===== src/rtl/uart_tx_arbiter.sv =====
// uart_tx_arbiter: round-robin sharing of one UART transmitter among N_REQ byte producers.
// Define UART_ARB_ID_HDR_EN to precede every data byte with a header byte ID_BASE + grant index.
module uart_tx_arbiter #(
    parameter int         N_REQ        = 4,
    parameter logic [7:0] ID_BASE      = 8'hA0,
    parameter int         DONE_TIMEOUT = 2048
) (
    input  logic               clk,
    input  logic               i_rst_n,
    input  logic [N_REQ-1:0]   i_req_dv,
    input  logic [8*N_REQ-1:0] i_req_byte,
    output logic [N_REQ-1:0]   o_req_ack,
    output logic               o_tx_dv,
    output logic [7:0]         o_tx_byte,
    input  logic               i_tx_done,
    output logic               o_busy,
    output logic [2:0]         o_grant_id,
    output logic               o_timeout
);
    localparam int              CW      = $clog2(DONE_TIMEOUT + 1);
    localparam logic [CW-1:0]   TO_LAST = CW'(DONE_TIMEOUT);

`ifdef UART_ARB_ID_HDR_EN
    typedef enum logic [2:0] {IDLE, HDR_ISSUE, HDR_WAIT, ISSUE, WAIT_DONE} state_t;
`else
    typedef enum logic [2:0] {IDLE, ISSUE, WAIT_DONE} state_t;
`endif

    typedef struct packed {
        logic       hit;
        logic [2:0] idx;
        logic [7:0] data;
    } grant_t;

    state_t                  state, state_nxt;
    logic [N_REQ-1:0][7:0]   req_bytes;
    grant_t                  rr;
    logic [2:0]              last, last_nxt;
    logic [CW-1:0]           cnt, cnt_nxt, cnt_inc;
    logic                    wd_hit;
    logic                    tx_dv_nxt, timeout_nxt;
    logic [N_REQ-1:0]        ack_nxt;
    logic [7:0]              byte_nxt;
    logic [2:0]              grant_nxt;
`ifdef UART_ARB_ID_HDR_EN
    logic [7:0]              data_q, data_nxt;
`endif

    for (genvar k = 0; k < N_REQ; k++) begin : g_lane
        assign req_bytes[k] = i_req_byte[8*k +: 8];
    end

    // Lanes above the pointer override lanes at or below it, so the search starts at last+1 and wraps.
    always_comb begin
        rr = '0;
        for (int k = N_REQ - 1; k >= 0; k--) begin
            if (i_req_dv[k] && k <= int'(last)) begin
                rr.hit  = 1'b1;
                rr.idx  = 3'(k);
                rr.data = req_bytes[k];
            end
        end
        for (int k = N_REQ - 1; k >= 0; k--) begin
            if (i_req_dv[k] && k > int'(last)) begin
                rr.hit  = 1'b1;
                rr.idx  = 3'(k);
                rr.data = req_bytes[k];
            end
        end
    end

    assign cnt_inc = cnt + CW'(1);
    assign wd_hit  = (cnt_inc == TO_LAST);

    always_comb begin
        state_nxt   = state;
        last_nxt    = last;
        grant_nxt   = o_grant_id;
        byte_nxt    = o_tx_byte;
        cnt_nxt     = cnt;
        tx_dv_nxt   = 1'b0;
        ack_nxt     = '0;
        timeout_nxt = 1'b0;
`ifdef UART_ARB_ID_HDR_EN
        data_nxt    = data_q;
`endif
        unique case (state)
            IDLE: begin
                if (rr.hit) begin
                    last_nxt  = rr.idx;
                    grant_nxt = rr.idx;
`ifdef UART_ARB_ID_HDR_EN
                    data_nxt  = rr.data;
                    byte_nxt  = ID_BASE + {5'd0, rr.idx};
                    state_nxt = HDR_ISSUE;
`else
                    byte_nxt  = rr.data;
                    state_nxt = ISSUE;
`endif
                end
            end
`ifdef UART_ARB_ID_HDR_EN
            HDR_ISSUE: begin
                tx_dv_nxt = 1'b1;
                cnt_nxt   = '0;
                state_nxt = HDR_WAIT;
            end
            HDR_WAIT: begin
                // A header timeout drops the transfer without an ack so the requester retries.
                if (i_tx_done) begin
                    byte_nxt  = data_q;
                    state_nxt = ISSUE;
                end else begin
                    cnt_nxt = cnt_inc;
                    if (wd_hit) begin
                        timeout_nxt = 1'b1;
                        state_nxt   = IDLE;
                    end
                end
            end
`endif
            ISSUE: begin
                tx_dv_nxt = 1'b1;
                ack_nxt   = N_REQ'(1) << last;
                cnt_nxt   = '0;
                state_nxt = WAIT_DONE;
            end
            WAIT_DONE: begin
                // Done is checked first so a coincident done suppresses the timeout.
                if (i_tx_done) begin
                    state_nxt = IDLE;
                end else begin
                    cnt_nxt = cnt_inc;
                    if (wd_hit) begin
                        timeout_nxt = 1'b1;
                        state_nxt   = IDLE;
                    end
                end
            end
            default: state_nxt = IDLE;
        endcase
    end

    always_ff @(posedge clk) begin
        if (!i_rst_n) begin
            state      <= IDLE;
            last       <= 3'(N_REQ - 1);
            cnt        <= '0;
            o_tx_dv    <= 1'b0;
            o_req_ack  <= '0;
            o_tx_byte  <= '0;
            o_grant_id <= '0;
            o_timeout  <= 1'b0;
`ifdef UART_ARB_ID_HDR_EN
            data_q     <= '0;
`endif
        end else begin
            state      <= state_nxt;
            last       <= last_nxt;
            cnt        <= cnt_nxt;
            o_tx_dv    <= tx_dv_nxt;
            o_req_ack  <= ack_nxt;
            o_tx_byte  <= byte_nxt;
            o_grant_id <= grant_nxt;
            o_timeout  <= timeout_nxt;
`ifdef UART_ARB_ID_HDR_EN
            data_q     <= data_nxt;
`endif
        end
    end

    assign o_busy = (state != IDLE);

endmodule


===== config.mk =====
export PLATFORM = sky130hd
export DESIGN_NAME = uart_tx_arbiter
export DESIGN_NICKNAME = d
export VERILOG_FILES = /design/src/rtl/uart_tx_arbiter.sv
export SDC_FILE = /design/constraint.sdc
export NUM_CORES = 1
export LEC_CHECK = 0
export ABC_AREA = 1
export CELL_PAD_IN_SITES_DETAIL_PLACEMENT = 1
export CELL_PAD_IN_SITES_GLOBAL_PLACEMENT = 2
export CORE_MARGIN = 4
export CORE_UTILIZATION = 25
export DETAILED_ROUTE_END_ITERATION = 8
export GPL_TIMING_DRIVEN = 0
export PLACE_DENSITY = 0.77
export RECOVER_POWER = 100
export SLEW_MARGIN = 10
export SYNTH_ARGS = -nofsm -noshare
export SYNTH_HDL_FRONTEND = slang
export SYNTH_SLANG_ARGS = --single-unit

===== constraint.sdc =====
create_clock -name clk -period 1.95 [get_ports clk]
set_input_delay 0.195 -clock clk [delete_from_list [all_inputs] [get_ports clk]]
set_output_delay 0.195 -clock clk [all_outputs]
set_load 0.01 [all_outputs]

# ---- Yosys cells after proc, flatten, opt, wreduce, memory -nomap -nowiden
# Index checks and enable logic that the tools add are counted.
# W data, S select, Z words.
dict set report word_totals {
  in_bits 39
  out_inout_bits 18
  ff_bits 35
}
dict set report classes {
  add_sub_neg 1
  n_bitwise 2
  eq_ne 6
  n_shift 1
  n_lt_le_gt_ge 6
  mux 15
  reduce_logical 14
}
# cell n
set op_table {}
lappend op_table {{$mux W12} 8}
lappend op_table {{$pmux W12 S2} 1}
lappend op_table {{$add A12 B1 Y12 const B} 1}
lappend op_table {{$eq A12 B12 Y1 const B} 1}
lappend op_table {{$mux W3} 3}
lappend op_table {{$pmux W3 S3} 1}
lappend op_table {{$reduce_and A2 Y1} 4}
lappend op_table {{$gt A2 B3 Y1 const A} 2}
lappend op_table {{$le A2 B3 Y1 const A} 2}
lappend op_table {{$logic_and A1 B1 Y1} 6}
lappend op_table {{$ne A2 B2 Y1 const B} 2}
lappend op_table {{$shl A1 B3 Y4 const A} 1}
lappend op_table {{$eq A3 B1 Y1 const B} 1}
lappend op_table {{$eq A3 B2 Y1 const B} 1}
lappend op_table {{$gt A1 B3 Y1 const A} 1}
lappend op_table {{$le A1 B3 Y1 const A} 1}
lappend op_table {{$logic_not A3 Y1} 1}
lappend op_table {{$ne A3 B3 Y1 const B} 1}
lappend op_table {{$reduce_bool A3 Y1} 1}
lappend op_table {{$reduce_or A3 Y1} 1}
lappend op_table {{$mux W1} 2}
lappend op_table {{$not A1 Y1} 2}
lappend op_table {{$reduce_bool A2 Y1} 1}

# ---- Logic depth before layout (Yosys ltp)
# Gate-level depths: netlist of the first run.
dict set report depth {
  word_depth 11
  mapped_depth 11
}

# ---- Least setup slack after synthesis of the first run
# Ideal clock, no wire load.
dict set report synth_path {
  path_type {reg-to-reg}
  startpoint {reg cnt[0]}
  endpoint {reg state[1]}
  required_ps 1835
  setup_slack_ps 422
  path_stages_with_launch 10
  setup_time_ps 115
  t_arrival_ps 1412
  period_less_slack_ps 1528
  path_cell_list {dfxtp_1 ha_1 nand2_1 nor2_1 nand3_1 xor2_1 nor2_1 nand3_1 nand2_1 nand2_1}
}
dict set report synth_between {
  elab_chain_len 4
}
# element line
set synth_lines {}
lappend synth_lines {{start: declaration} 39} ;# logic [CW-1:0] cnt, cnt_nxt, cnt_inc;
lappend synth_lines {{start signal: assignment} 160} ;# cnt <= cnt_nxt;
lappend synth_lines {{$add A12 B1 Y12} 72} ;# assign cnt_inc = cnt + CW'(1);
lappend synth_lines {{$eq A12 B12 Y1} 73} ;# assign wd_hit = (cnt_inc == TO_LAST);
lappend synth_lines {{$ne A3 B3 Y1 (no source line)} n/a}
lappend synth_lines {{$reduce_and A2 Y1 (no source line)} n/a}
lappend synth_lines {{end signal: assignment} 158} ;# state <= state_nxt;
lappend synth_lines {{end: declaration} 35} ;# state_t state, state_nxt;
# Every way passes these cells.
# A chain may end at the register's enable or synchronous reset.

# ---- Worst setup path in the final report of the first run
dict set report layout_path {
  startpoint {reg cnt[1]}
  endpoint {reg state[1]}
}
# Same word-level chain as after synthesis.

==> results.sh, run 1 <==
export IMPL_status="finished clean"
export IMPL_syn_area_um2=2217
export IMPL_clockRootBuffer="clkbuf_8"
export IMPL_critical_path_class="flip-flop to flip-flop"
export IMPL_worstSetupStartpointType="flip-flop"
export IMPL_min_period_over_period=0.8782
export IMPL_areaGrowthSynthToFinish_pct=35.89
export IMPL_worst_ir_drop_vdd_uv=289.6
export IMPL_dp_cells=539
export IMPL_final_setup_tns_ps=0
export IMPL_grt_pass1_vias=2512
export IMPL_final_antenna_net_count=0
export IMPL_fin_util=0.3472
export IMPL_worstHoldPathType="flip-flop to flip-flop"
export IMPL_ys_ff_latch=32
export IMPL_period_needed_ps=1712
export IMPL_vias=2496
export IMPL_required_ps=2130
export IMPL_cp_max_fo=5
export IMPL_cp_top_family="simple AND/OR/NAND/NOR gates"
export IMPL_antenna_found_initial=0
export IMPL_clkTransAtPathRegs_ps=80
export IMPL_die_area_um2=10440
export IMPL_drcViolationCount=0
export IMPL_critPathArrivalTime_ps=1890
export IMPL_routedWlPerCell_um=13.67
export IMPL_path_cells="ha_1 -> nand2_1 -> nor2_2 -> nand3_1 -> xor2_1 -> nor2_1 -> nand3_1 -> nand2_1 -> nand2_1"
export IMPL_gp_congestion=0.8251
export IMPL_p_per_area_nw_per_um2=747.6
export IMPL_clockPowerShare=0.288
export IMPL_avgSynthCellArea_um2=5.897
export IMPL_hold_viol=0
export IMPL_p_seq_frac=0.345
export IMPL_place_hpwl_mm=5.943
export IMPL_combPwrFrac=0.367
export IMPL_synth_area_leader_cell="dfxtp_1"
export IMPL_synth_async_reset_ratio=0
export IMPL_fp_dieH_um=102.2
export IMPL_routed_via_density=4.563
export IMPL_finalWirelength_mm=7.477
export IMPL_slowest_stage="dfxtp_1"
export IMPL_cts_buffers=5
export IMPL_firstDrtPassIters=4
export IMPL_cts_buffer_depth=2
export IMPL_crit_top_cell="nand2_1"
export IMPL_diodes=0
export IMPL_grt_overflow=0
export IMPL_crit_path_start="cnt[1]$_SDFFE_PN0P_"
export IMPL_ys_seq_area_frac=0.2889
export IMPL_synth_area_leaders="dfxtp_1 (29%), nand2_1 (20%), inv_1 (10%)"
export IMPL_r2r_end="state[1]$_SDFFE_PN0P_"
export IMPL_die_w_um=102.2
export IMPL_timing_reg2reg_setup_slack_ps=240
export IMPL_grt_usage=0.1481
export IMPL_final_area_um2=3013
export IMPL_crit_path_end="state[1]$_SDFFE_PN0P_"
export IMPL_netlist_instances=376
export IMPL_synthFlopType="dfxtp_1"
export IMPL_max_freq_mhz=584.0
export IMPL_fin_nets=479
export IMPL_start_util=0.2555
export IMPL_p_leak_nw=1.437
export IMPL_end_kind="flip-flop"
export IMPL_clkLatencyLatePin_ps=290
export IMPL_worstRegToRegCells=9
export IMPL_synth_edff_count=0
export IMPL_maxSlewHeadroom=0.6621
export IMPL_drt_initial_drc_count=43
export IMPL_yosysMostFrequentCell="nand2_1"
export IMPL_htreeDepth=2
export IMPL_synth_top_area_share=0.2889
export IMPL_cts_tree="done"
export IMPL_finalClockSkew_ps=8.402
export IMPL_layout_cells_non_filler=547
export IMPL_ios=57
export IMPL_placed_area_um2=2903
export IMPL_synthTopCellsByCount="nand2_1 (119), inv_1 (60), nor2_1 (36), o21ai_0 (36), dfxtp_1 (32)"
export IMPL_port_buffers=55
export IMPL_internal_power_w=0.001450
export IMPL_cts_sinks=32
export IMPL_grt_pass1_wl_mm=12.10
export IMPL_r2r_start="cnt[1]$_SDFFE_PN0P_"
export IMPL_cp_buffers_inverters=0
export IMPL_ys_types=30
export IMPL_rows=34
export IMPL_worst_slew_pin_slew_ps=506.8
export IMPL_ys_warn_count=0
export IMPL_hold_buffers=0
export IMPL_hold_slack_ps=473.0
export IMPL_grt_max_degree=11
export IMPL_rsz0062_at_grt="false"
export IMPL_power_switching_w=0.0008029
export IMPL_slowest_delay_ps=420
export IMPL_cp_num_cells=9
export IMPL_swShare=0.3564
export IMPL_maxCapViolations=0
export IMPL_layout_drive_gt1_share=0.07745
export IMPL_drv_slew=0
export IMPL_setup_violations=0
export IMPL_core_area_um2=8678
export IMPL_syn_nets=417
-- power by group through the flow --
stage	sequential (W)	clock [W]	combinational [W]
2_1_floorplan	0.000804	0	0.000480
3_3_place_gp	0.000795	0	0.000853
3_5_place_dp	0.000796	0	0.000863
4_1_cts	0.000783	0.000673	0.000867
5_1_grt	0.000790	0.000697	0.000931
6_report	0.000778	0.000648	0.000826
-- worst min-delay path, delay by kind of cell (launching register included) --
kind	cells	cell delay, ps
AOI/OAI and AO/OA	1	50
DFF	1	320
and+or+nand+nor	1	60
-- metal layers --
| layer | wire [um] | GRT usage | vias to the layer above |
|---|---|---|---|
| li1 | - | - | 1289 |
| met1 | 3516 | 0.1932 | 1150 |
| met2 | 3565 | 0.2564 | 49 |
| met3 | 311 | 0.02321 | 8 |
| met4 | 83 | 0.03532 | 0 |
| met5 | 0 | 0 | - |
-- worst min-delay path by stage --
| stage | to | slack, ps | depth (start not counted) | start |
|---|---|---|---|---|
| final | o_grant_id[1]$_SDFFE_PN0P_ | 470 | 2 | o_grant_id[1]$_SDFFE_PN0P_ |
| after global routing | o_grant_id[0]$_SDFFE_PN0P_ | 500 | 2 | o_grant_id[0]$_SDFFE_PN0P_ |
| after CTS | o_grant_id[1]$_SDFFE_PN0P_ | 490 | 2 | o_grant_id[1]$_SDFFE_PN0P_ |
| after detailed placement | o_grant_id[1]$_SDFFE_PN0P_ | 480 | 2 | o_grant_id[1]$_SDFFE_PN0P_ |
| after global placement | cnt[11]$_SDFFE_PN0P_ | 470 | 2 | cnt[11]$_SDFFE_PN0P_ |
| after floorplan | o_tx_byte[7]$_SDFFE_PN0P_ | 330 | 2 | i_rst_n |
-- through the flow --
step / worst slack, ps / total power (W)
after floorplan: 422.3 / 0.001285
after global placement: 72.68 / 0.001648
after detailed placement: 29.21 / 0.001658
after CTS: 3.371 / 0.002322
after global routing: 58.09 / 0.002419
final: 237.6 / 0.002253
-- timing repair --
action,CTS,global route
endpoints found under the setup margin,0,2
buffers inserted,0,0
gates resized for setup,0,2
-- cells by family (layout without fill, tap and decap cells) --
group                    count (synthesis)  after routing  synth area share
XOR/XNOR                                 4              4           0.01580
adder cells (fa/ha/maj)                  2              2           0.01128
AO/OA/AOI/OAI                           60             60            0.1411
AND/OR/NAND/NOR                        203            203            0.3950
other                                    1              1          0.001691
flip-flops                              32             32            0.2889
buffers and inverters                   74            137            0.1462
-- flip-flops by register name, indices dropped and copies added, names as in the netlist --
| signal | count |
|---|---|
| cnt | 12 |
| last | 2 |
| o_grant_id | 2 |
| o_req_ack | 4 |
| o_timeout | 1 |
| o_tx_byte | 8 |
| o_tx_dv | 1 |
| state | 2 |
-- placed cells by master, fill, tap and decap left out, drive strengths merged --
cell type / Yosys / layout
o32ai: 1 / 1
o21ai: 36 / 36
xnor2: 2 / 2
clkdlybuf4s50: 0 / 37
inv: 62 / 62
nand3: 30 / 30
nor3: 3 / 3
clkinv: 1 / 2
nand4: 2 / 2
a21oi: 20 / 20
nand2: 125 / 125
ha: 2 / 2
clkbuf: 2 / 9
bufinv: 0 / 1
a31o: 1 / 1
nor2: 38 / 38
o211ai: 2 / 2
buf: 9 / 8
xor2: 2 / 2
dlygate4sd3: 0 / 18
nand3b: 1 / 1
or2: 4 / 4
conb: 1 / 1
dfxtp: 32 / 32
-- area by class of cell --
class	instances	area, um2
buffer	11	86.33
clock buffer	6	72.57
clock inverter	2	35.03
fill	1171	5665
inverter	63	236.5
multi-input combinational	270	1255
sequential	32	641.9
tap	108	135.1
timing repair buffer	55	550.5
No activity file was read; power rests on OpenSTA's default activity.
==> run 2, diff against run 1 <==
Settings changed: CAP_MARGIN set to 20.
==> results of run 2 <==
Final layout, timing and power as in run 1 (identical DEF).
